$ cat src/rtl/chess_pkg.sv
// Shared chess definitions for the knight-move path.
// Holds the board/piece widths, knight direction codes with their
// file/rank delta tables, piece and colour constants, and the
// sequencer state type.
package chess_pkg;

    localparam int unsigned SQ_W    = 6;
    localparam int unsigned PIECE_W = 4;
    localparam int unsigned NDIR    = 8;
    localparam int unsigned DIR_W   = $clog2(NDIR);
    localparam int unsigned NSQ     = 1 << SQ_W;
    localparam int unsigned COUNT_W = $clog2(NDIR + 1);
    localparam int unsigned DELTA_W = 4;

    localparam logic [PIECE_W-1:0] PIECE_EMPTY = '0;
    localparam logic               WHITE       = 1'b0;
    localparam logic               BLACK       = 1'b1;

    // Compass names: file increases eastward, rank increases northward.
    localparam logic [DIR_W-1:0] DIR_WSW = 3'd0;  // (-2,-1)
    localparam logic [DIR_W-1:0] DIR_SSW = 3'd1;  // (-1,-2)
    localparam logic [DIR_W-1:0] DIR_SSE = 3'd2;  // (+1,-2)
    localparam logic [DIR_W-1:0] DIR_ESE = 3'd3;  // (+2,-1)
    localparam logic [DIR_W-1:0] DIR_ENE = 3'd4;  // (+2,+1)
    localparam logic [DIR_W-1:0] DIR_NNE = 3'd5;  // (+1,+2)
    localparam logic [DIR_W-1:0] DIR_NNW = 3'd6;  // (-1,+2)
    localparam logic [DIR_W-1:0] DIR_WNW = 3'd7;  // (-2,+1)

    // Signed 4-bit deltas packed with direction 0 in the low nibble.
    localparam logic [NDIR*DELTA_W-1:0] DFILE_TBL = 32'hEF12_21FE;
    localparam logic [NDIR*DELTA_W-1:0] DRANK_TBL = 32'h1221_FEEF;

    typedef enum logic [1:0] {
        ST_IDLE  = 2'd0,
        ST_SCAN  = 2'd1,
        ST_DRAIN = 2'd2,
        ST_DONE  = 2'd3
    } state_t;

    // Table lookups; {dir, 2'b00} is dir*DELTA_W without overflowing dir's width.
    function automatic logic signed [DELTA_W-1:0] knight_dfile(input logic [DIR_W-1:0] dir);
        return $signed(DFILE_TBL[{dir, 2'b00} +: DELTA_W]);
    endfunction

    function automatic logic signed [DELTA_W-1:0] knight_drank(input logic [DIR_W-1:0] dir);
        return $signed(DRANK_TBL[{dir, 2'b00} +: DELTA_W]);
    endfunction

endpackage

$ cat src/rtl/knight_onboard_check.sv
// Combinational check that a knight jump from origin in direction dir
// lands on the board.
// Ports:
//   origin   in  square index (rank*8 + file)
//   dir      in  knight direction code
//   on_board out 1 when the destination file and rank are both 0..7
module knight_onboard_check
    import chess_pkg::*;
(
    input  logic [SQ_W-1:0]  origin,
    input  logic [DIR_W-1:0] dir,
    output logic             on_board
);

    logic signed [DELTA_W-1:0] file_n;
    logic signed [DELTA_W-1:0] rank_n;

    // Sums span -2..9; in 4-bit two's complement exactly 0..7 has bit 3 clear,
    // so 8 and 9 (1000, 1001) and negatives are all rejected without wrap.
    always_comb begin
        file_n   = $signed({1'b0, origin[2:0]}) + knight_dfile(dir);
        rank_n   = $signed({1'b0, origin[5:3]}) + knight_drank(dir);
        on_board = !file_n[DELTA_W-1] && !rank_n[DELTA_W-1];
    end

endmodule

$ cat src/rtl/knight_scan_sequencer.sv
// Drives the shared knight-move scanner through all eight directions for
// one origin square, filters off-board and own-colour destinations, and
// reports a legal-destination mask and move count.
// Optional macro KNIGHT_CAPTURE_MASK_EN builds capture_mask (legal
// destinations holding an opponent piece); otherwise it is tied to 0.
// Ports:
//   clk, reset          clock, synchronous active-high reset
//   start, origin, side scan request; origin/side latched on accept in IDLE
//   scan_pos, scan_dir  position/direction presented to the scanner
//   scan_dst, scan_piece scanner result, one cycle after issue
//   busy, done          busy while not IDLE; done pulses with final results
//   move_mask, move_count, capture_mask  results, held until next accept
module knight_scan_sequencer
    import chess_pkg::*;
(
    input  logic                clk,
    input  logic                reset,
    input  logic                start,
    input  logic [SQ_W-1:0]     origin,
    input  logic                side,
    output logic [SQ_W-1:0]     scan_pos,
    output logic [DIR_W-1:0]    scan_dir,
    input  logic [SQ_W-1:0]     scan_dst,
    input  logic [PIECE_W-1:0]  scan_piece,
    output logic                busy,
    output logic                done,
    output logic [NSQ-1:0]      move_mask,
    output logic [COUNT_W-1:0]  move_count,
    output logic [NSQ-1:0]      capture_mask
);

    state_t             state;
    state_t             state_next;
    logic               busy_next;
    logic               done_next;
    logic               accept;
    logic               side_q;
    logic [DIR_W-1:0]   dir_q;
    logic               valid_q;
    logic               on_board;
    logic               legal;

    // On-board test uses the latched origin, never the scanner's output.
    knight_onboard_check u_onboard (
        .origin   (scan_pos),
        .dir      (dir_q),
        .on_board (on_board)
    );

    // Next-state and registered-output decode.
    always_comb begin
        state_next = state;
        accept     = 1'b0;
        unique case (state)
            ST_IDLE: begin
                if (start) begin
                    accept     = 1'b1;
                    state_next = ST_SCAN;
                end
            end
            ST_SCAN: begin
                if (scan_dir == DIR_W'(NDIR - 1)) begin
                    state_next = ST_DRAIN;
                end
            end
            ST_DRAIN: state_next = ST_DONE;
            ST_DONE:  state_next = ST_IDLE;
            default:  state_next = ST_IDLE;
        endcase
        busy_next = (state_next != ST_IDLE);
        done_next = (state_next == ST_DONE);
    end

    // Result of the direction issued last cycle is judged this cycle.
    always_comb begin
        legal = valid_q && on_board &&
                ((scan_piece == PIECE_EMPTY) || (scan_piece[PIECE_W-1] != side_q));
    end

    // State register.
    always_ff @(posedge clk) begin
        if (reset) begin
            state <= ST_IDLE;
        end else begin
            state <= state_next;
        end
    end

    // Control outputs, issue pipeline and result accumulation.
    always_ff @(posedge clk) begin
        if (reset) begin
            busy       <= 1'b0;
            done       <= 1'b0;
            scan_pos   <= '0;
            scan_dir   <= '0;
            side_q     <= 1'b0;
            dir_q      <= '0;
            valid_q    <= 1'b0;
            move_mask  <= '0;
            move_count <= '0;
        end else begin
            busy    <= busy_next;
            done    <= done_next;
            dir_q   <= scan_dir;
            valid_q <= (state == ST_SCAN);
            if (accept) begin
                scan_pos   <= origin;
                side_q     <= side;
                scan_dir   <= '0;
                move_mask  <= '0;
                move_count <= '0;
            end else begin
                if (state == ST_SCAN) begin
                    scan_dir <= scan_dir + DIR_W'(1);
                end
                if (legal) begin
                    move_mask[scan_dst] <= 1'b1;
                    move_count          <= move_count + COUNT_W'(1);
                end
            end
        end
    end

`ifdef KNIGHT_CAPTURE_MASK_EN
    // Legal destinations occupied by an opponent piece.
    always_ff @(posedge clk) begin
        if (reset) begin
            capture_mask <= '0;
        end else if (accept) begin
            capture_mask <= '0;
        end else if (legal && (scan_piece != PIECE_EMPTY)) begin
            capture_mask[scan_dst] <= 1'b1;
        end
    end
`else
    assign capture_mask = '0;
`endif

endmodule
$ cat config.mk
export PLATFORM = sky130hd
export DESIGN_NAME = knight_scan_sequencer
export DESIGN_NICKNAME = d
export VERILOG_FILES = /design/src/rtl/chess_pkg.sv /design/src/rtl/knight_onboard_check.sv /design/src/rtl/knight_scan_sequencer.sv
export SDC_FILE = /design/constraint.sdc
export NUM_CORES = 1
export LEC_CHECK = 0
export BUFFER_PORTS_ARGS = -buffer_cell sky130_fd_sc_hd__buf_4
export CAP_MARGIN = 20
export CORE_ASPECT_RATIO = 0.7
export CORE_MARGIN = 2
export CORE_UTILIZATION = 50
export CTS_BUF_LIST = sky130_fd_sc_hd__clkbuf_8
export DETAILED_ROUTE_END_ITERATION = 6
export PLACE_DENSITY = 0.81
export RECOVER_POWER = 50
export SLEW_MARGIN = 10
export SYNTH_ARGS = -nofsm -noshare
export SYNTH_HDL_FRONTEND = slang
export SYNTH_HIERARCHICAL = 1
export SYNTH_SLANG_ARGS = --single-unit
$ cat constraint.sdc
create_clock -name clk -period 6.2 [get_ports clk]
set_clock_uncertainty 0.1 [all_clocks]
set_input_delay 1.24 -clock clk [delete_from_list [all_inputs] [get_ports clk]]
set_output_delay 1.24 -clock clk [all_outputs]
set_load 0.05 [all_outputs]
Word level (Yosys, flattened, before mapping)

Index checks and enable logic that the tools add are counted.

Bits in registers: 86
Bits in latches: 0
Bits in writable memories: 0
ROM bits: 0
Input port bits: 20
Output and inout bits: 143
Word-level logic and storage cells: 43
Memories kept: 0

$add $sub $neg: 4
$mul: 0
Div/mod/pow operators: 0
Magnitude comparators: 2
Equality and inequality tests: 6
Shift operators: 2
Multiplexer cells: 7
Bitwise logic cells: 1
Reductions and logical operators: 11

Operators with widths:

| kind                                                                                 | number |
|---|---|
| 64-bit OR                                                                            | 1 |
| 32-bit by 6-bit indexed part select with 4-bit output (first input constant)         | 2 |
| 4-bit adder                                                                          | 2 |
| 2-bit case mux with 4 select lines                                                   | 1 |
| 6-bit by 7-bit < comparator with 1-bit output (second input constant)                | 1 |
| 1-bit demux with 6-bit select                                                        | 1 |
| 2-bit equality test (second input constant)                                          | 3 |
| 6-bit by 1-bit greater-or-equal comparator with 1-bit output (second input constant) | 1 |
| 4-bit by 1-bit adder with 4-bit output (second input constant)                       | 1 |
| 1-bit logical AND                                                                    | 4 |
| 4-bit logical NOT                                                                    | 1 |
| 2-bit two-way mux                                                                    | 2 |
| 3-bit by 1-bit adder with 3-bit output (second input constant)                       | 1 |
| 3-bit equality test (second input constant)                                          | 1 |
| 1-bit two-way mux                                                                    | 3 |
| 2-bit by 1-bit equality test with 1-bit output (second input constant)               | 1 |
| 1-bit logical NOT                                                                    | 2 |
| 2-bit logical NOT                                                                    | 1 |
| 2-bit nonzero test                                                                   | 1 |
| 2-bit OR reduction                                                                   | 1 |
| 1-bit logical OR                                                                     | 1 |
| 1-bit != test                                                                        | 1 |

Logic depth before layout (Yosys ltp)

Depth in word-level cells: 6
Gate-level depth with buffers: 12
Gate-level depth less buffers: 12

Modules after synthesis

Netlist, hierarchy kept.

By module, submodules not included:

| module                | instances | cells each | area an instance (µm²) | sequential area each (µm²) |
|---|---|---|---|---|
| knight_scan_sequencer | 1         | 370        | 3656.0                 | 1721.7 |
| knight_onboard_check  | 1         | 21         | 168.9                  | 0.0 |

Worst setup path before layout

No wires, ideal clock.

Path kind: register to register
From: reg scan_pos[2]
To: reg move_mask[16]
Library setup time: 65 ps
Arrival time: 2676 ps
Required time: 6035 ps
Path slack: 3358 ps
Stages on the path, launching flop included: 10
Path buffers: 0
Clock period less this slack: 2842 ps
Path through: dfxtp_1 -> ha_1 -> a21oi_1 -> nand2_1 -> xnor2_1 -> mux2i_1 -> or4bb_1 -> a21oi_4 -> a21oi_1 -> nor2_1

Longest elaborated chain between the ends: 5

Ends and longest elaborated chain:

| item                           | RTL line                     | RTL |
|---|---|---|
| start, declared                | knight_scan_sequencer.sv:21  | `output logic [SQ_W-1:0] scan_pos,` |
| start signal, assigned         | knight_scan_sequencer.sv:107 | `scan_pos <= origin;` |
| 4-bit adder                    | knight_onboard_check.sv:21   | `file_n = $signed({1'b0, origin[2:0]}) + knight_dfile(dir);` |
| 1-bit logical NOT              | knight_onboard_check.sv:23   | `on_board = !file_n[DELTA_W-1] && !rank_n[DELTA_W-1];` |
| 1-bit logical AND              | knight_onboard_check.sv:23   |  |
| named net on_board             | knight_scan_sequencer.sv:40  | `logic on_board;` |
| 1-bit logical AND (2 in a row) | knight_scan_sequencer.sv:76  | `legal = valid_q && on_board &&` |
| end signal, assigned           | knight_scan_sequencer.sv:99  | `move_mask <= '0;` |
| end signal, assigned           | knight_scan_sequencer.sv:110 | `move_mask <= '0;` |
| end signal, assigned by index  | knight_scan_sequencer.sv:117 | `move_mask[scan_dst] <= 1'b1;` |
| end, declared                  | knight_scan_sequencer.sv:27  | `output logic [NSQ-1:0] move_mask,` |

The timed path passes the listed nets, and every way through them passes these cells.
A chain may end at the register's enable or synchronous reset.

Worst setup path in the final report

From: in start
To: reg move_mask[29]

Longest elaborated chain between the ends: 3

Ends and longest elaborated chain:

| item                         | RTL line                    | RTL |
|---|---|---|
| start, declared              | knight_scan_sequencer.sv:18 | `input logic start,` |
| 1-bit two-way mux            | knight_scan_sequencer.sv:56 | `if (start) begin` |
| 1-bit two-way mux            | knight_scan_sequencer.sv:54 | `unique case (state)` |
| 2-bit OR reduction (no line) | --                          |  |

Every way passes these cells.

==> run metrics <==
antenna viol nets, final 0; sequential area share after synthesis between 40% and 50%; CTS Hold Bufs 0; drt first pass iters 5; Netlist cell types 41; slowest CP cell or2_2; number of global-route vias before repair around 2.6k; DR WL/cell about 14 um; IO Port Bufs 98; smallest hold slack roughly 0.37 ns; postcts setup bufs 0; I/O pin count about 160; layout cells sized above 1 13.1%; CTS tree yes; Synth area leaders dfxtp_1, buf_4, nor2_1, a22o_1, a21oi_1; Final Hold Viols 0; fill count between 700 and 800; die height around 77 um; Synth top area share approximately 45%; post-cts sizing count 0; adder-cell share of the synthesized area under 10%; Cells after Synth ~390; DRC 0; Comb power frac between 10% and 20%; switching pwr 342 uW; Fmax 303 MHz; Main synth FF type dfxtp_1; Required @ worst endpoint around 6.4 ns; P_leak between 1.5 and 2 nW; Reg power frac between 50% and 60%; Net count, final around 510; overall die width roughly 110 um; total gr overflow 0; first-pass GRT wire length between 10000 and 15000 um; Antenna diodes 0; CP delay by family, top simple AND/OR/NAND/NOR gates; Post-synth EDFFs 0; RePlAce Congestion 0.809; Reg clk slew, reported paths approximately 0.080 ns; fin crit period between 3 and 4 ns; Num CTS Buffers 9; Cell Int Power approximately 800 uW; Critical path buffers and inverters 2; status finished, final reports clean; Yosys reg bits 86; htree depth 3; Synth Warn # 6; RSZ-0062 raised after global routing no; Via-to-Cell Ratio a little under 5; Clock Tree Buf Depth 2; Crit Path Max Fanout 51; Clock power frac around a third; max-cap violations 0; gr usage total about a fifth; startpoint types input pin; Synth Area in Simple Gates roughly 16%; core area 0.00735 sq mm; Sw Ratio between 30% and 40%; CP peak stage delay 0.89 ns; PD cells 263 mW/mm^2; portion of netlist area occupied by mux cells between 3 and 4%; post-synth top area cell dfxtp_1; Post-Synth XOR/XNOR Area approximately 2.1%; final WL approximately 8300 um; Worst-Margin Slew just over 1 ns; Root Driver clkbuf_8; final slew viol count 0; CP endpoint kind flop; worst min path class flop to flop; Final Cycle Share 53.3%; die area 0.00838 sq mm; max-slew headroom at the worst pin about 32%; row cnt 26; main combinational cell family by area after synthesis simple AND/OR/NAND/NOR gates; largest net degree at the start of global routing 52; Avg Cell Area, Syn roughly 9.8 sq um; worst vdd rail ir drop between 0.1 and 0.15 mV; post-detail-place hpwl around 6200 um; Post-synth ARST share 0%; drt first-iter violations 115; initial antenna violation count 0; dominant cell by count in the synthesized netlist dfxtp_1; vias between 2k and 3k; synth cell count leaders dfxtp_1, buf_4, nor2_1, a21oi_1, a22o_1; Setup Viol. Count Final 0; worst skew pair latency 0.35 ns; Syn-to-layout area delta 11.9%; clk sink count 86; Initial Utilization between 50% and 60%; Crit Path Category input pin to flop; crit-path cells clkbuf_4 -> nor3b_1 -> clkbuf_1 -> or2_2 -> nor3_1 -> a22o_2; Mapped Area 0.00382 sq mm; setup_tns 0 ns; data arrival time of the critical path about 3.5 ns; compound-gate portion of the synthesized area 14.6%
power by group through the flow:
| stage | registers (mW) | clock network [mW] | logic, mW |
|---|---|---|---|
| 3_3_place_gp | 0.575 | 0 | 0.170 |
| 3_5_place_dp | 0.575 | 0 | 0.173 |
| 5_1_grt | 0.563 | 0.428 | 0.182 |
| 4_1_cts | 0.562 | 0.402 | 0.173 |
| 2_1_floorplan | 0.587 | 0 | 0.170 |
| 6_report | 0.562 | 0.390 | 0.172 |
through the flow:
stage | cells | utilization (%) | power, mW | setup slack, ns | area, sq um
final | 587 | 58.2 | 1.12 | 2.90 | 4280
after detailed placement | 571 | 59.0 | 0.748 | 2.88 | 4340
after global routing | 587 | 58.2 | 1.17 | 2.71 | 4280
after global placement | 571 | 59.0 | 0.746 | 2.97 | 4340
after floorplan | 454 | - | 0.757 | 3.36 | 4060
after CTS | 587 | 61.7 | 1.14 | 2.95 | 4540
cells in the final DEF, fill, tap and decap left out, types with 2 or more instances in the layout:
master,netlist,final
a21oi_1,41,41
a21oi_4,4,4
a22o_1,24,24
a22o_2,4,4
and4b_4,2,2
buf_4,68,30
clkbuf_1,4,69
clkbuf_8,0,10
clkinvlp_4,0,2
conb_1,1,64
dfxtp_1,86,86
ha_1,9,9
inv_1,3,4
mux2i_1,12,12
nand2_1,9,9
nand2b_1,5,5
nand3_1,2,2
nand4_1,2,2
nand4b_1,3,3
nor2_1,63,63
nor2b_1,5,5
nor3_1,5,5
nor4_1,2,2
nor4_4,2,2
nor4b_2,2,2
o21ai_0,3,3
or4_1,2,2
xnor2_1,4,4
xor2_1,2,2
kinds of logic after synthesis:
logic type,count (synthesis)
buffers and inverters,84
adder cells (fa/ha/maj),9
flip-flops,86
AND/OR/NAND/NOR,113
XOR/XNOR,7
other,1
AO/OA/AOI/OAI,79
multiplexers,12
cell type report:
type	instances	area, sq um	share of cell area [%]
multi-input cells	284	1730	40.5
repair buffers	100	492	11.5
clock inverters	6	62.6	1.46
inverters	3	11.3	0.263
flip-flops and latches	86	1720	40.2
clock buffers	10	138	3.22
well taps	98	123	2.86
worst paths after layout:
kind                                    from                          to  slack, ns  depth (start not counted)
setup / recovery                       start  move_mask[29]$_SDFFE_PP0P_       2.90                          6
hold / removal    move_mask[47]$_SDFFE_PP0P_  move_mask[47]$_SDFFE_PP0P_       0.37                          2
setup reg to reg         dir_q[0]$_SDFF_PP0_   move_mask[0]$_SDFFE_PP0P_       2.94                         12
hold reg to reg   move_mask[47]$_SDFFE_PP0P_  move_mask[47]$_SDFFE_PP0P_       0.37                          2
registers in the layout, summed over array words and instances, names as in the netlist:
signal	count
busy	1
dir_q	3
done	1
move_count	4
move_mask	64
scan_dir	3
scan_pos	6
side_q	1
state	2
valid_q	1
tightest hold or removal path, cell delays in order (launching register included):
cell	delay [ns]
dfxtp_1	0.33
a21oi_1	0.04
nor2_1	0.07
metal layers:
| metal | GRT usage, % | up-vias | wire [um] |
|---|---|---|---|
| met5 | 0 | - | 0 |
| met4 | 4.62 | 0 | 38 |
| met3 | 6.63 | 4 | 593 |
| met2 | 31.3 | 109 | 3910 |
| met1 | 26.5 | 1362 | 3800 |
| li1 | - | 1400 | - |
Power figures use the tool's default switching activity.
